<file path="config.mk">
export PLATFORM = sky130hd
export DESIGN_NAME = neuron_mac_engine_flat
export DESIGN_NICKNAME = d
export VERILOG_FILES = /design/src/rtl/ann_pkg.sv /design/src/rtl/neuron_mac_engine_if.sv /design/src/rtl/q_sat_relu.sv /design/src/rtl/neuron_mac_engine.sv /design/src/flat_wrapper.sv
export SDC_FILE = /design/constraint.sdc
export NUM_CORES = 1
export LEC_CHECK = 0
export ABC_AREA = 1
export CAP_MARGIN = 20
export CORE_MARGIN = 5
export CORE_UTILIZATION = 40
export DETAILED_ROUTE_END_ITERATION = 6
export REMOVE_ABC_BUFFERS = 1
export SETUP_SLACK_MARGIN = 0.02
export SLEW_MARGIN = 20
export SYNTH_ARGS = -nofsm -noshare
export SYNTH_HDL_FRONTEND = slang
export SYNTH_HIERARCHICAL = 1
export SYNTH_SLANG_ARGS = --single-unit
</file>
<file path="constraint.sdc">
create_clock -name CLK -period 16.7 [get_ports CLK]
set_input_delay 3.34 -clock CLK [delete_from_list [all_inputs] [get_ports CLK]]
set_output_delay 3.34 -clock CLK [all_outputs]
set_load 0.01 [all_outputs]
</file>
<file path="src/rtl/ann_pkg.sv">
// Shared fixed-point constants and FSM encoding for the ANN neuron datapath stages.
package ann_pkg;

  localparam int unsigned DATA_W           = 16;
  localparam int unsigned FRAC_BITS        = 8;
  localparam int unsigned ACC_W            = 40;
  localparam int unsigned PROD_W           = 2 * DATA_W;
  localparam int unsigned N_INPUTS_DEFAULT = 28;

  localparam logic [DATA_W-1:0] Q_MAX = 16'h7FFF;
  localparam logic [DATA_W-1:0] Q_MIN = 16'h8000;

  typedef enum logic [1:0] {
    IDLE  = 2'd0,
    ACCUM = 2'd1,
    DRAIN = 2'd2,
    OUT   = 2'd3
  } state_t;

endpackage

</file>
<file path="src/rtl/neuron_mac_engine_if.sv">
// Activation stream, weight BRAM port and result stream of one neuron MAC engine.
interface neuron_mac_engine_if #(
  parameter int unsigned ADDR_W = 5
);
  import ann_pkg::*;

  logic [DATA_W-1:0] X_DATA;
  logic              X_VALID;
  logic              X_READY;
  logic [ADDR_W-1:0] W_ADDR;
  logic              W_EN;
  logic              W_WE;
  logic [DATA_W-1:0] W_DO;
  logic [DATA_W-1:0] Y_DATA;
  logic              Y_VALID;
  logic              Y_READY;

  // Environment side: activation source, weight BRAM and result sink.
  modport master (
    output X_DATA, X_VALID, W_DO, Y_READY,
    input  X_READY, W_ADDR, W_EN, W_WE, Y_DATA, Y_VALID
  );

  // Engine side.
  modport slave (
    input  X_DATA, X_VALID, W_DO, Y_READY,
    output X_READY, W_ADDR, W_EN, W_WE, Y_DATA, Y_VALID
  );

endinterface

</file>
<file path="src/rtl/q_sat_relu.sv">
// Combinational Q-format rescale: arithmetic shift, saturate to DATA_W, optional ReLU.
module q_sat_relu
  import ann_pkg::*;
#(
  parameter int unsigned RELU = 1
) (
  input  logic signed [ACC_W-1:0]  acc,
  output logic        [DATA_W-1:0] y_c
);

  localparam int unsigned HI_W = ACC_W - DATA_W + 1;

  logic signed [ACC_W-1:0] shifted;
  logic        [HI_W-1:0]  hi;

  // Value fits in DATA_W when every bit above the result's sign bit matches it.
  always_comb begin
    shifted = acc >>> FRAC_BITS;
    hi      = shifted[ACC_W-1:DATA_W-1];
    if ((hi == '0) || (hi == '1)) begin
      y_c = shifted[DATA_W-1:0];
    end else if (shifted[ACC_W-1]) begin
      y_c = Q_MIN;
    end else begin
      y_c = Q_MAX;
    end
    if ((RELU != 0) && y_c[DATA_W-1]) begin
      y_c = '0;
    end
  end

endmodule

</file>
<file path="src/rtl/neuron_mac_engine.sv">
// Single-neuron multiply-accumulate engine fed by an activation stream and a
// falling-edge weight BRAM; emits one saturated (optionally ReLU'd) Q8.8 result.
module neuron_mac_engine
  import ann_pkg::*;
#(
  parameter int unsigned N_INPUTS = N_INPUTS_DEFAULT,
  parameter int unsigned ADDR_W   = 5,
  parameter int unsigned RELU     = 1
) (
  input  logic                CLK,
  input  logic                RST_N,
  input  logic                START,
  output logic                BUSY,
  neuron_mac_engine_if.slave  bus
);

  localparam int unsigned IDX_W = ADDR_W + 1;

  state_t                    state, state_d;
  logic [IDX_W-1:0]          idx, idx_d;
  logic                      busy_d, x_ready_d, y_valid_d;
  logic                      load_y, clr_acc, accept;
  logic                      s1_valid, p_valid;
  logic [DATA_W-1:0]         x_reg;
  logic signed [PROD_W-1:0]  prod;
  logic signed [ACC_W-1:0]   acc;
  logic [DATA_W-1:0]         y_sat;

  assign accept   = (state == ACCUM) && bus.X_VALID && bus.X_READY;
  assign bus.W_WE = 1'b0;

  // Next-state and next-output logic.
  always_comb begin
    state_d   = state;
    idx_d     = idx;
    busy_d    = BUSY;
    x_ready_d = bus.X_READY;
    y_valid_d = bus.Y_VALID;
    load_y    = 1'b0;
    clr_acc   = 1'b0;
    case (state)
      IDLE: begin
        if (START) begin
          state_d   = ACCUM;
          idx_d     = '0;
          busy_d    = 1'b1;
          x_ready_d = 1'b1;
          clr_acc   = 1'b1;
        end
      end
      ACCUM: begin
        if (accept) begin
          idx_d = idx + IDX_W'(1);
          if (idx == IDX_W'(N_INPUTS - 1)) begin
            x_ready_d = 1'b0;
            state_d   = DRAIN;
          end
        end
      end
      DRAIN: begin
        if (!s1_valid && !p_valid) begin
          load_y    = 1'b1;
          y_valid_d = 1'b1;
          state_d   = OUT;
        end
      end
      OUT: begin
        if (bus.Y_READY) begin
          y_valid_d = 1'b0;
          busy_d    = 1'b0;
          state_d   = IDLE;
        end
      end
      default: state_d = IDLE;
    endcase
  end

  always_ff @(posedge CLK) begin
    if (!RST_N) begin
      state       <= IDLE;
      idx         <= '0;
      BUSY        <= 1'b0;
      bus.X_READY <= 1'b0;
      bus.Y_VALID <= 1'b0;
      bus.Y_DATA  <= '0;
    end else begin
      state       <= state_d;
      idx         <= idx_d;
      BUSY        <= busy_d;
      bus.X_READY <= x_ready_d;
      bus.Y_VALID <= y_valid_d;
      if (load_y) begin
        bus.Y_DATA <= y_sat;
      end
    end
  end

  // Two-stage MAC: weight arrives one cycle after the accept, product then accumulates.
  always_ff @(posedge CLK) begin
    if (!RST_N) begin
      x_reg      <= '0;
      bus.W_ADDR <= '0;
      bus.W_EN   <= 1'b0;
      s1_valid   <= 1'b0;
      p_valid    <= 1'b0;
      prod       <= '0;
      acc        <= '0;
    end else begin
      bus.W_EN <= accept;
      s1_valid <= accept;
      p_valid  <= s1_valid;
      if (accept) begin
        x_reg      <= bus.X_DATA;
        bus.W_ADDR <= ADDR_W'(idx);
      end
      if (s1_valid) begin
        prod <= PROD_W'($signed(x_reg)) * PROD_W'($signed(bus.W_DO));
      end
      if (clr_acc) begin
        acc <= '0;
      end else if (p_valid) begin
        acc <= acc + ACC_W'(prod);
      end
    end
  end

  q_sat_relu #(
    .RELU (RELU)
  ) u_sat (
    .acc (acc),
    .y_c (y_sat)
  );

endmodule

</file>
<file path="src/flat_wrapper.sv">
// flat-port wrapper written by rule: the top's interface ports become plain ports
module neuron_mac_engine_flat import ann_pkg::*;
#(
  parameter int unsigned N_INPUTS = N_INPUTS_DEFAULT,
  parameter int unsigned ADDR_W   = 5,
  parameter int unsigned RELU     = 1
)
  (CLK, RST_N, START, BUSY, bus_X_DATA, bus_X_VALID, bus_W_DO, bus_Y_READY, bus_X_READY, bus_W_ADDR, bus_W_EN, bus_W_WE, bus_Y_DATA, bus_Y_VALID);
  neuron_mac_engine_if #(.ADDR_W(ADDR_W)) bus_i ();
  input  logic CLK;
  input  logic RST_N;
  input  logic START;
  output logic BUSY;
  input wire logic [$bits(bus_i.X_DATA)-1:0] bus_X_DATA;
  input wire logic [$bits(bus_i.X_VALID)-1:0] bus_X_VALID;
  input wire logic [$bits(bus_i.W_DO)-1:0] bus_W_DO;
  input wire logic [$bits(bus_i.Y_READY)-1:0] bus_Y_READY;
  output wire logic [$bits(bus_i.X_READY)-1:0] bus_X_READY;
  output wire logic [$bits(bus_i.W_ADDR)-1:0] bus_W_ADDR;
  output wire logic [$bits(bus_i.W_EN)-1:0] bus_W_EN;
  output wire logic [$bits(bus_i.W_WE)-1:0] bus_W_WE;
  output wire logic [$bits(bus_i.Y_DATA)-1:0] bus_Y_DATA;
  output wire logic [$bits(bus_i.Y_VALID)-1:0] bus_Y_VALID;
  assign bus_i.X_DATA = bus_X_DATA;
  assign bus_i.X_VALID = bus_X_VALID;
  assign bus_i.W_DO = bus_W_DO;
  assign bus_i.Y_READY = bus_Y_READY;
  assign bus_X_READY = bus_i.X_READY;
  assign bus_W_ADDR = bus_i.W_ADDR;
  assign bus_W_EN = bus_i.W_EN;
  assign bus_W_WE = bus_i.W_WE;
  assign bus_Y_DATA = bus_i.Y_DATA;
  assign bus_Y_VALID = bus_i.Y_VALID;
  neuron_mac_engine #(.N_INPUTS(N_INPUTS), .ADDR_W(ADDR_W), .RELU(RELU)) u_core (.CLK(CLK), .RST_N(RST_N), .START(START), .BUSY(BUSY), .bus(bus_i));
endmodule
</file>
== After elaboration in Yosys (flattened, before gate mapping) ==
Cells that the tools add are included.

* Register bits after elaboration: 122
* Logic and storage cells: 67
* Output and inout port bits: 26

* Equal/unequal tests: 10
* Add/sub/neg operators: 2
* Bitwise gates (word level): 1
* Muxes and demuxes: 24
* Multipliers: 1
* Reductions and logical operators: 17

{| class="wikitable"
|+ Operators with widths
! operator !! count
|-
| $add A40 B32 Y40 || 1
|-
| $mul A16 B16 Y32 || 1
|-
| $mux W16 || 2
|-
| $eq A25 B25 Y1 const B || 1
|-
| $logic_not A25 Y1 || 1
|-
| $mux W15 || 1
|-
| $mux W6 || 2
|-
| $pmux W6 S2 || 1
|-
| $mux W2 || 5
|-
| $mux W1 || 9
|-
| $reduce_and A3 Y1 || 3
|-
| $pmux W2 S4 || 1
|-
| $add A6 B1 Y6 const B || 1
|-
| $eq A6 B5 Y1 const B || 1
|-
| $ne A2 B2 Y1 const B || 3
|-
| $pmux W1 S2 || 3
|-
| $reduce_bool A2 Y1 || 3
|-
| $reduce_and A5 Y1 || 1
|-
| $eq A2 B2 Y1 const B || 2
|-
| $ne A2 B1 Y1 const B || 2
|-
| $reduce_and A4 Y1 || 1
|-
| $logic_and A1 B1 Y1 || 3
|-
| $eq A2 B1 Y1 const B || 1
|-
| $logic_not A1 Y1 || 2
|-
| 4 further kinds || 4
|}

== Logic depth before layout (Yosys ltp) ==
Gate-level depths: netlist of the first run.

* Depth in word-level cells: 5
* Gate-level depth with buffers: 28
* Depth with buffers taken out: 26

== Hierarchy ==
Netlist of the first run, hierarchy kept.

{| class="wikitable"
|+ By module, submodules not included
! module !! area each (µm²) !! sequential area each (µm²) !! instances !! cells an instance
|-
| neuron_mac_engine || 18042.3 || 2442.3 || 1 || 2604
|-
| q_sat_relu || 212.7 || 0.0 || 1 || 52
|}

== Least setup slack after synthesis of the first run ==
OpenSTA, ideal clock, no wires.

* Path kind: input to register
* Start point: input bus_W_DO[5]
* End point: register u_core.prod[31]
* Setup time: 0.109 ns
* Stages on the path: 24
* Data arrival time: 8.459 ns
* Setup slack: 8.132 ns
* Required time: 16.591 ns
* Buffers on the path: 2
* Cells stage by stage: clkbuf_1 -> clkbuf_1 -> nand2_1 -> fa_1 -> inv_1 -> fa_1 -> inv_1 -> fa_1 -> fa_1 -> fa_1 -> fa_1 -> inv_1 -> ha_1 -> nand2_1 -> nor2_1 -> nand2_1 -> nor3_1 -> nand2_1 -> nand3_1 -> inv_1 -> nand2_1 -> nand3_1 -> nand2_1 -> inv_1

* Cells in the longest elaborated chain, start to end: 1

{| class="wikitable"
|+ RTL lines
! element !! RTL line !! text
|-
| start, declared || flat_wrapper.sv:16 || <nowiki>input wire logic [$bits(bus_i.W_DO)-1:0] bus_W_DO;</nowiki>
|-
| $mul A16 B16 Y32 || neuron_mac_engine.sv:117 || <nowiki>prod <= PROD_W'($signed(x_reg)) * PROD_W'($signed(bus.W_DO));</nowiki>
|-
| end signal, assigned || neuron_mac_engine.sv:117 ||
|-
| end, declared || neuron_mac_engine.sv:25 || <nowiki>logic signed [PROD_W-1:0] prod;</nowiki>
|}

No other way between the ends.
A chain may end at the register's enable or synchronous reset.

== Final worst setup path of the first run ==
* Start point: input bus_W_DO[1]
* End point: register u_core.prod[31]

Same word-level chain as after synthesis.

==> key figures, run 1 <==
Outcome
  – Outcome: finished, final reports clean

CTS
  – CTS Buf Count: 17
  – Clk buf depth: 2
  – Cells resized by post-CTS repair: 0
  – Postcts setup bufs: 0
  – Clock Latency Late Sink: 0.45 ns
  – Root Driver: clkbuf_16
  – Clock slew at reported path FFs: 0.06 ns
  – CTS Hold Bufs: 0
  – H-tree levels: 4
  – Clk sinks: 122
  – CTS tree: yes

STA
  – Final setup margin: 7.32 ns
  – Final Cycle Share: 56.1%
  – Min Hold Slack: 0.468 ns
  – Fin Setup TNS: 0 ns
  – Peak Freq: 107 MHz
  – Max_slew headroom: 37.9%
  – Hold Violations, Final: 0
  – Final clock skew: 0.0180 ns
  – Max-slew violation count: 0
  – Unrepaired setup endpoints after global routing: no
  – Final min period: 9.38 ns
  – Final Setup Violations: 0
  – Slew at the pin with the worst max-slew slack: 0.931 ns

Route
  – Routed len/inst: 15.5 µm
  – Detailed Route WL: 50600 µm
  – Routed via count: 16000
  – Initial DRC count: 1134
  – Vias per inst: 4.90
  – Final ANT Viol Nets: 0
  – DR pass1 iterations: 6
  – # DRC: 0

Layout
  – Max FFs per register: 40
  – Design Area, Final: 19900 µm²
  – Area delta synth->final: 8.74%
  – Antenna cells: 0
  – Fraction of layout cells with a size suffix above 1: 2.63%
  – Largest regs: u_core/acc: 40 flops, u_core/prod: 32 flops
  – NumNets Final: 3072
  – Largest reg by FF count: u_core/acc

Synthesis
  – Post-synthesis sequential area ratio: 13.4%
  – Largest family of logic cells by synthesized area: adder cells
  – Top FF cell, synth: dfxtp_1
  – Yosys top cell by area: fa_1
  – Post-Synth Adder-Cell Area: 37.5%
  – Async SR Flop Fraction: 0%
  – Yosys warns: 6
  – Top cells by area, synth: fa_1 29%, dfxtp_1 13%, inv_1 13%
  – Compound-Gate Fraction of Synth Area: 8.00%
  – Yosys top cell area share: 28.8%
  – Synthesized flop and latch total: 122
  – Post-synth EDFFs: 0
  – Post-Syn Area: 18300 µm²
  – Post-Synth Simple-Gate Area: 24.1%
  – Syn Area/Cell: 6.87 µm²
  – Post-Synthesis Cells: 2656
  – Post-Synth XOR/XNOR Area: 1.78%
  – Mux cell area share after synthesis: 0%
  – Synth cell types: 40

Worst hold path
  – Hold WC Path Type: reg -> reg
  – Hold Path Stages: 2

Die
  – Core Region: 45300 µm²
  – Full die area: 50000 µm²
  – DIE HEIGHT: 224 µm
  – Rows: 78
  – Initial Util: 40.3%
  – Die width: 224 µm
  – # IOs: 63

Pwr
  – VDD IR max: 0.0752 mV
  – Pwr Density: 87.8 nW/µm²
  – Pleak: 11.3 nW
  – Tot Pwr: 1.74 mW

Global routing
  – Initial antenna violation count: 0
  – GRT Total Usage: 20.9%
  – Remaining global-route overflow: 0
  – Vias in the first global route: 16200
  – Largest net degree at the start of global routing: 64
  – First-pass GRT wire length: 84600 µm

Job
  – Max-cap viol count: 0

Placement
  – RD Place Congestion: 0.932
  – I/O Buffers: 61
  – Place WS: 6.93 ns
  – Dpl cell area: 19300 µm²
  – HPWL after detailed placement: 41200 µm

Worst setup path
  – Critical Path Start Type: input pin
  – Crit path kind: in -> reg
  – Slowest-stage cell, CP: clkdlybuf4s50_1
  – Crit path max fanout: 16
  – Crit. path cell count: 23
  – CP bufs+invs: 7
  – CP peak stage delay: 0.91 ns
  – CP Capture Type: flip-flop
  – Crit path cell chain: clkdlybuf4s50_1 > nand2_1 > inv_1 > fa_1 > fa_1 > fa_1 > fa_1 > fa_1 > inv_1 > fa_1 > inv_1 > ha_1 > nand2_1 > nor2_1 > inv_1 > a21oi_1 > o21bai_1 > nand3_1 > inv_1 > nand2_1 > nand3_1 > nand2_1 > inv_1
  – Critical path arrival: 9.72 ns
  – Crit path required time: 17.04 ns
  – Worst reg-to-reg path cell count: 22
  – Cell class contributing the biggest share of worst-path delay: adder cells
==> path summary, 6_finish.rpt <==
path                     from         endpoint  slack (ns)
max               bus_W_DO[1]  u_core/prod[31]        7.32
min             u_core/acc[0]    u_core/acc[0]        0.47
max reg2reg  u_core/x_reg[15]  u_core/prod[31]       10.29
min reg2reg     u_core/acc[0]    u_core/acc[0]        0.47
==> metal layers <==
layer / vias up / routed length, µm / GRT usage [%]
met2: 427 / 22800 / 33.4
met3: 40 / 2920 / 2.50
li1: 7832 / - / -
met4: 0 / 618 / 3.91
met1: 7665 / 24300 / 30.8
met5: - / 0 / 0
==> cells in the mapped netlist, types with 26 or more instances <==
cell type,number
a21oi_1,97
clkbuf_1,83
dfxtp_1,122
fa_1,263
ha_1,126
inv_1,630
nand2_1,630
nand3_1,78
nand4_1,26
nor2_1,337
o21ai_0,117
xor2_1,28
==> where the power goes <==
part           internal (mW)  switching [mW]  total, mW
combinational          0.387           0.637       1.02
clock                  0.222           0.143      0.365
sequential             0.320          0.0347      0.355
==> layout by cell type, fill, tap and decap left out, drive strengths merged <==
| cell type | synthesis | final |
|---|---|---|
| a31oi | 2 | 2 |
| nor3 | 12 | 12 |
| dfxtp | 122 | 122 |
| nand4 | 26 | 26 |
| nor3b | 2 | 2 |
| or2 | 5 | 5 |
| o211ai | 6 | 6 |
| and2 | 1 | 1 |
| nand2 | 635 | 635 |
| o21bai | 13 | 13 |
| nor4 | 1 | 1 |
| ha | 126 | 126 |
| bufinv | 0 | 1 |
| clkinv | 1 | 6 |
| nand3 | 81 | 81 |
| inv | 633 | 633 |
| conb | 2 | 2 |
| o21ai | 131 | 131 |
| a21oi | 102 | 102 |
| clkdlybuf4s50 | 0 | 60 |
| nor2 | 342 | 342 |
| clkinvlp | 0 | 1 |
| o21a | 2 | 2 |
| buf | 16 | 10 |
| clkbuf | 83 | 23 |
| xor2 | 28 | 28 |
| a21o | 11 | 11 |
| xnor2 | 9 | 9 |
| fa | 263 | 263 |
| a211oi | 1 | 1 |
==> kinds of logic after synthesis <==
| logic type | count (synthesis) |
|---|---|
| AOI/OAI and AO/OA | 268 |
| xor gates and xnor gates | 37 |
| adders and majority gates | 389 |
| buffers and inverters | 733 |
| DFF | 122 |
| other | 2 |
| and+or+nand+nor | 1105 |
==> worst reg2reg max path: cells and delay by family (launching register included) <==
kind | cells | cell delay, ns
DFF | 1 | 0.83
and+or+nand+nor | 7 | 0.80
adders and majority gates | 7 | 3.81
AOI/OAI and AO/OA | 2 | 0.43
buffers and inverters | 6 | 0.45
==> through the flow <==
stage               utilization [%]  cells
global placement               42.6   3227
floorplan                         -   2557
detailed placement             42.6   3227
CTS                            43.8   3257
finish                         43.8   3257
global route                   43.8   3257
==> cell type report <==
type	instances	area, µm²
sequential	122	2440
multi-input combinational	1801	13000
fill	4795	25400
clock inverter	7	66.3
tap	600	751
inverter	634	2380
clock buffer	23	498
timing repair buffer	70	673
Power figures use the tool's default switching activity.
==> run 2, diff against run 1 <==
==> constraint.sdc (replaced) <==
create_clock -name CLK -period 9 [get_ports CLK]
set_input_delay 1.8 -clock CLK [delete_from_list [all_inputs] [get_ports CLK]]
set_output_delay 1.8 -clock CLK [all_outputs]
set_load 0.01 [all_outputs]
==> key figures, run 2 (synthesis results as in run 1) <==
Worst setup path
  – Crit path max fanout: 8 (-8)
  – Worst R2R Start: u_core/x_reg[15]
  – Critical Path Start Type: input pin
  – Crit path capture: u_core/prod[27]
  – CP peak stage delay: 0.82 ns (-0.09 ns)
  – Worst R2R Setup Slack: 2.48 ns (-7.81 ns)
  – Slowest-stage cell, CP: clkdlybuf4s50_1
  – Critical path arrival: 8.06 ns (-1.66 ns)
  – Crit path cell chain: clkdlybuf4s50_1 > nand2_1 > fa_1 > inv_1 > fa_1 > fa_1 > fa_1 > fa_1 > inv_1 > fa_1 > inv_1 > ha_1 > nand2_1 > nor2_1 > inv_1 > nor3_1 > nand3_1 > nand4_1 > nand3_1 > nand2_1 > inv_1
  – CP most frequent cell: fa_1
  – CP Capture Type: flip-flop
  – FF-to-FF End: u_core/prod[27]
  – Critical path origin: bus_W_DO[4]
  – Crit path kind: in -> reg
  – Worst reg-to-reg path cell count: 20 (-9.1%)
  – Crit path required time: 9.34 ns (-7.70 ns)

STA
  – Peak Freq: 130 MHz
  – Fin Setup TNS: 0 ns (unchanged)
  – Final clock skew: 0.0189 ns (+0.000949 ns)
  – Slew at the pin with the worst max-slew slack: 0.984 ns (+0.0528 ns)
  – Hold Violations, Final: 0 (unchanged)
  – Final min period: 7.72 ns
  – Final setup margin: 1.28 ns (-6.05 ns)
  – Final Cycle Share: 85.8%
  – Max-slew violation count: 0 (unchanged)
  – Unrepaired setup endpoints after global routing: no
  – Final Setup Violations: 0 (unchanged)
  – Max_slew headroom: 34.2% (-3.7 points)

Placement
  – HPWL after detailed placement: 41400 µm (+0.31%)
  – I/O Buffers: 61 (unchanged)
  – RD Place Congestion: 0.942 (+1.1%)
  – Placed Instances: 3232 (+0.15%)
  – Place WS: 0.879 ns (-6.05 ns)

Global routing
  – Vias in the first global route: 15800 (-2.5%)
  – GRT Total Usage: 20.6% (-0.22 points)
  – First-pass GRT wire length: 83500 µm (-1.3%)
  – Largest net degree at the start of global routing: 63 (-1.6%)
  – Initial antenna violation count: 0 (unchanged)
  – Remaining global-route overflow: 0 (unchanged)

Die
  – Die width: 224 µm (unchanged)
  – Rows: 78 (unchanged)
  – Core Region: 45300 µm² (unchanged)
  – Initial Util: 40.3% (unchanged)
  – # IOs: 63 (unchanged)
  – DIE HEIGHT: 224 µm (unchanged)
  – Full die area: 50000 µm² (unchanged)

Route
  – Wire length on met1: 24300 µm (about the same)
  – DR top layer: met4
  – DR pass1 iterations: 5 (-1)
  – Vias per inst: 4.89 (-0.31%)
  – Final ANT Viol Nets: 0 (unchanged)
  – Initial DRC count: 1169 (+3.1%)
  – Routed len/inst: 15.4 µm (-1.0%)
  – Routed via count: 16000 (-0.063%)
  – # DRC: 0 (unchanged)
  – Metal2 WL: 22300 µm (-2.4%)
  – Routed met3 length: 2930 µm (+0.34%)
  – Detailed Route WL: 50200 µm (-0.77%)

CTS
  – Clock slew at reported path FFs: 0.06 ns (about the same)
  – Cells resized by post-CTS repair: 0 (unchanged)
  – Root Driver: clkbuf_16
  – CTS Buf Count: 17 (unchanged)
  – CTS tree: yes
  – Postcts setup bufs: 0 (unchanged)
  – Clock Latency Late Sink: 0.45 ns (about the same)
  – Clk sinks: 122 (unchanged)
  – CTS Hold Bufs: 0 (unchanged)
  – Clk buf depth: 2 (unchanged)
  – H-tree levels: 4 (unchanged)

Pwr
  – VDD IR max: 0.139 mV (+85%)
  – Pwr Density: 164 nW/µm² (+86%)
  – Pleak: 11.3 nW (+0.30%)

Layout
  – Area delta synth->final: 9.13%
  – Max FFs per register: 40 (unchanged)
  – Fraction of layout cells with a size suffix above 1: 2.93% (+0.29 points)
  – Largest regs: u_core/acc: 40 flops, u_core/prod: 32 flops
  – Largest reg by FF count: u_core/acc
  – NumNets Final: 3077 (+0.16%)
  – Filler-free cell count of the finished design: 3265 (+0.25%)
  – Most frequent cells in the layout: 630 x nand2_1, 630 x inv_1, 337 x nor2_1

Outcome
  – Outcome: finished, final reports clean

Worst hold path
  – Hold WC Path Type: reg -> reg

Job
  – Max-cap viol count: 0 (unchanged)
==> run 2: cell count changes in the layout (fill, tap and decap cells not counted), sizes merged <==
cell and delta:
inv +3, bufinv +1, diode +1, buf +5, clkbuf -4, clkinvlp +1, clkinv +1
==> run 2: critical path, delay by kind of cell <==
kind	cells	cell delay, ns
adders and majority gates	7	3.74
and+or+nand+nor	8	1.40
buffers and inverters	6	1.12
==> run 2: layout make-up <==
class | instances | area, µm²
inverter | 634 | 2380
timing repair buffer | 75 | 711
multi-input combinational | 1801 | 13000
antenna | 1 | 2.50
tap | 600 | 751
sequential | 122 | 2440
clock inverter | 13 | 143
fill | 4700 | 25400
clock buffer | 19 | 453
==> run 2: worst min path at each step <==
stage                    endpoint  slack (ns)           from  cells after the start
global route        u_core/acc[0]        0.49  u_core/acc[0]                      2
global placement    u_core/acc[0]        0.45  u_core/acc[0]                      2
CTS                 u_core/acc[0]        0.47  u_core/acc[0]                      2
finish              u_core/acc[0]        0.47  u_core/acc[0]                      2
floorplan           u_core/acc[0]        0.44  u_core/acc[0]                      2
detailed placement  u_core/acc[0]        0.47  u_core/acc[0]                      2
==> run 2: metrics by stage <==
stage	area (µm²)	power [mW]	hold slack (ns)	util, %
after floorplan	17900	2.02	0.445	-
after global placement	19300	2.55	0.454	42.7
after detailed placement	19300	2.57	0.465	42.7
after CTS	19900	3.31	0.473	44.0
after global routing	19900	3.63	0.486	44.0
final	19900	3.26	0.469	44.0
==> run 2: layer usage <==
layer,up-vias,track usage (%)
met1,7659,30.6
met3,47,2.99
met5,-,0
li1,7841,-
met2,407,32.4
met4,0,4.09
==> run 2: report_power, final <==
group / switching (mW) / total, mW / internal [mW]
clock network: 0.292 / 0.716 / 0.424
registers: 0.0656 / 0.659 / 0.594
logic: 1.17 / 1.89 / 0.716
total: 1.53 / 3.26 / 1.73
==> run 3, diff against run 2 <==
==> constraint.sdc (replaced) <==
create_clock -name CLK -period 7.1 [get_ports CLK]
set_input_delay 1.42 -clock CLK [delete_from_list [all_inputs] [get_ports CLK]]
set_output_delay 1.42 -clock CLK [all_outputs]
set_load 0.01 [all_outputs]
==> key figures, run 3 (synthesis results as in run 1) <==
STA
  – Final clock skew: 0.0207 ns (+0.00175 ns)
  – Final setup margin: 0.435 ns (-0.844 ns)
  – Slew at the pin with the worst max-slew slack: 0.959 ns (-0.0250 ns)
  – Final Cycle Share: 93.9%
  – Peak Freq: 150 MHz
  – Hold Violations, Final: 0 (unchanged)
  – Final Setup Violations: 0 (unchanged)
  – Unrepaired setup endpoints after global routing: no
  – Max-slew violation count: 0 (unchanged)
  – Final min period: 6.67 ns
  – Max_slew headroom: 36.0% (+1.8 points)

Placement
  – I/O Buffers: 61 (unchanged)
  – RD Place Congestion: 0.956 (+1.4%)
  – Place WS: -0.0263 ns (-0.905 ns)
  – HPWL after detailed placement: 43300 µm (+4.6%)

Route
  – Detailed Route WL: 51900 µm (+3.3%)
  – Routed len/inst: 15.5 µm (+0.85%)
  – Final ANT Viol Nets: 0 (unchanged)
  – Vias per inst: 4.85 (-0.71%)
  – Initial DRC count: 1121 (-4.1%)
  – # DRC: 0 (unchanged)
  – Routed via count: 16200 (+1.7%)
  – DR pass1 iterations: 5 (unchanged)

Die
  – # IOs: 63 (unchanged)
  – Rows: 78 (unchanged)
  – DIE HEIGHT: 224 µm (unchanged)
  – Initial Util: 40.3% (unchanged)
  – Die width: 224 µm (unchanged)
  – Core Region: 45300 µm² (unchanged)
  – Full die area: 50000 µm² (unchanged)

CTS
  – H-tree levels: 4 (unchanged)
  – Root Driver: clkbuf_16
  – Clock Latency Late Sink: 0.48 ns (+0.03 ns)
  – Postcts setup bufs: 0 (unchanged)
  – Clk buf depth: 2 (unchanged)
  – Clock slew at reported path FFs: 0.06 ns (about the same)
  – Cells resized by post-CTS repair: 0 (unchanged)
  – CTS Buf Count: 17 (unchanged)
  – Clk sinks: 122 (unchanged)
  – CTS tree: yes
  – CTS Hold Bufs: 0 (unchanged)

Worst setup path
  – Crit path cell chain: clkdlybuf4s50_1 > buf_4 > nand2_1 > inv_1 > fa_1 > inv_1 > fa_1 > fa_1 > inv_1 > fa_1 > fa_1 > inv_1 > fa_1 > inv_1 > ha_1 > a21oi_1 > o21ai_0 > a21oi_1 > buf_4 > or2_2 > nand4_1 > nand3_1 > nand2_1 > inv_1
  – CP Capture Type: flip-flop
  – Crit path required time: 7.47 ns (-1.87 ns)
  – Critical path arrival: 7.04 ns (-1.02 ns)
  – Cell class contributing the biggest share of worst-path delay: adder cells
  – CP bufs+invs: 9 (+3)
  – Critical Path Start Type: input pin
  – Crit path kind: in -> reg
  – CP peak stage delay: 0.55 ns (-0.27 ns)
  – Crit path max fanout: 7 (-1)
  – Slowest-stage cell, CP: fa_1

Layout
  – Fraction of layout cells with a size suffix above 1: 5.76% (+2.8 points)
  – Largest regs: u_core/acc: 40 flops, u_core/prod: 32 flops
  – NumNets Final: 3157 (+2.6%)
  – Antenna cells: 0 (-1)
  – Most frequent cells in the layout: 630 x nand2_1, 630 x inv_1, 336 x nor2_1
  – Largest reg by FF count: u_core/acc
  – Max FFs per register: 40 (unchanged)
  – Area delta synth->final: 13.0%

Pwr
  – Tot Pwr: 4.57 mW (+40%)
  – VDD IR max: 0.192 mV (+38%)
  – Pwr Density: 222 nW/µm² (+35%)
  – Pleak: 11.8 nW (+3.7%)

Global routing
  – Vias in the first global route: 16100 (+2.1%)
  – Remaining global-route overflow: 0 (unchanged)
  – First-pass GRT wire length: 85700 µm (+2.6%)
  – Initial antenna violation count: 0 (unchanged)
  – Largest net degree at the start of global routing: 65 (+3.2%)
  – GRT Total Usage: 21.4% (+0.80 points)

Outcome
  – Outcome: finished, final reports clean

Worst hold path
  – Hold WC Path Type: reg -> reg

Job
  – Max-cap viol count: 0 (unchanged)
-- run 3: layout make-up --
cell class,instances,area [µm²]
fill,4704,24700
multi-input combinational,1801,13000
sequential,122,2440
inverter,634,2380
timing repair buffer,155,1420
tap,600,751
clock buffer,19,443
clock inverter,13,141
-- run 3: worst min-delay path: cells and delay by family, from the launching register on --
| kind | cells | cell delay [ns] |
|---|---|---|
| AND/OR/NAND/NOR | 2 | 0.13 |
| flip-flops | 1 | 0.32 |
-- run 3: worst paths after layout --
check                                            from                    end  depth (start not counted)  slack (ns)
worst max-delay path                      bus_W_DO[2]        u_core/prod[28]                         24        0.43
worst min-delay path            u_core/bus.Y_DATA[13]  u_core/bus.Y_DATA[13]                          2        0.48
worst max register to register       u_core/x_reg[14]        u_core/prod[28]                         20        1.07
worst min register to register  u_core/bus.Y_DATA[13]  u_core/bus.Y_DATA[13]                          2        0.48
-- run 3: through the flow --
| step | hold slack (ns) | util [%] | cells | TNS, ns | cell area (µm²) |
|---|---|---|---|---|---|
| floorplan | 0.445 | - | 2557 | 0 | 17900 |
| global route | 0.504 | 45.5 | 3344 | 0 | 20600 |
| CTS | 0.483 | 45.5 | 3344 | 0 | 20600 |
| global placement | 0.453 | 44.2 | 3312 | -0.0771 | 20000 |
| finish | 0.478 | 45.5 | 3344 | 0 | 20600 |
| detailed placement | 0.460 | 44.2 | 3312 | -0.0263 | 20000 |
-- run 3: power by group --
group | total (mW) | internal [mW] | leakage (nW) | switching [mW]
Sequential | 0.839 | 0.753 | 0.988 | 0.0862
Combinational | 2.82 | 1.21 | 10.5 | 1.61
Clock | 0.906 | 0.527 | 0.281 | 0.380
Total | 4.57 | 2.49 | 11.8 | 2.08
-- run 3: layer usage --
layer	GRT usage [%]	part of all wire, %	wire (µm)	vias up
met4	6.07	2.0	1060	0
li1	-	-	-	7987
met1	31.3	48	24900	7778
met2	33.3	44	22900	394
met3	3.32	5.9	3070	65
met5	0	0	0	-
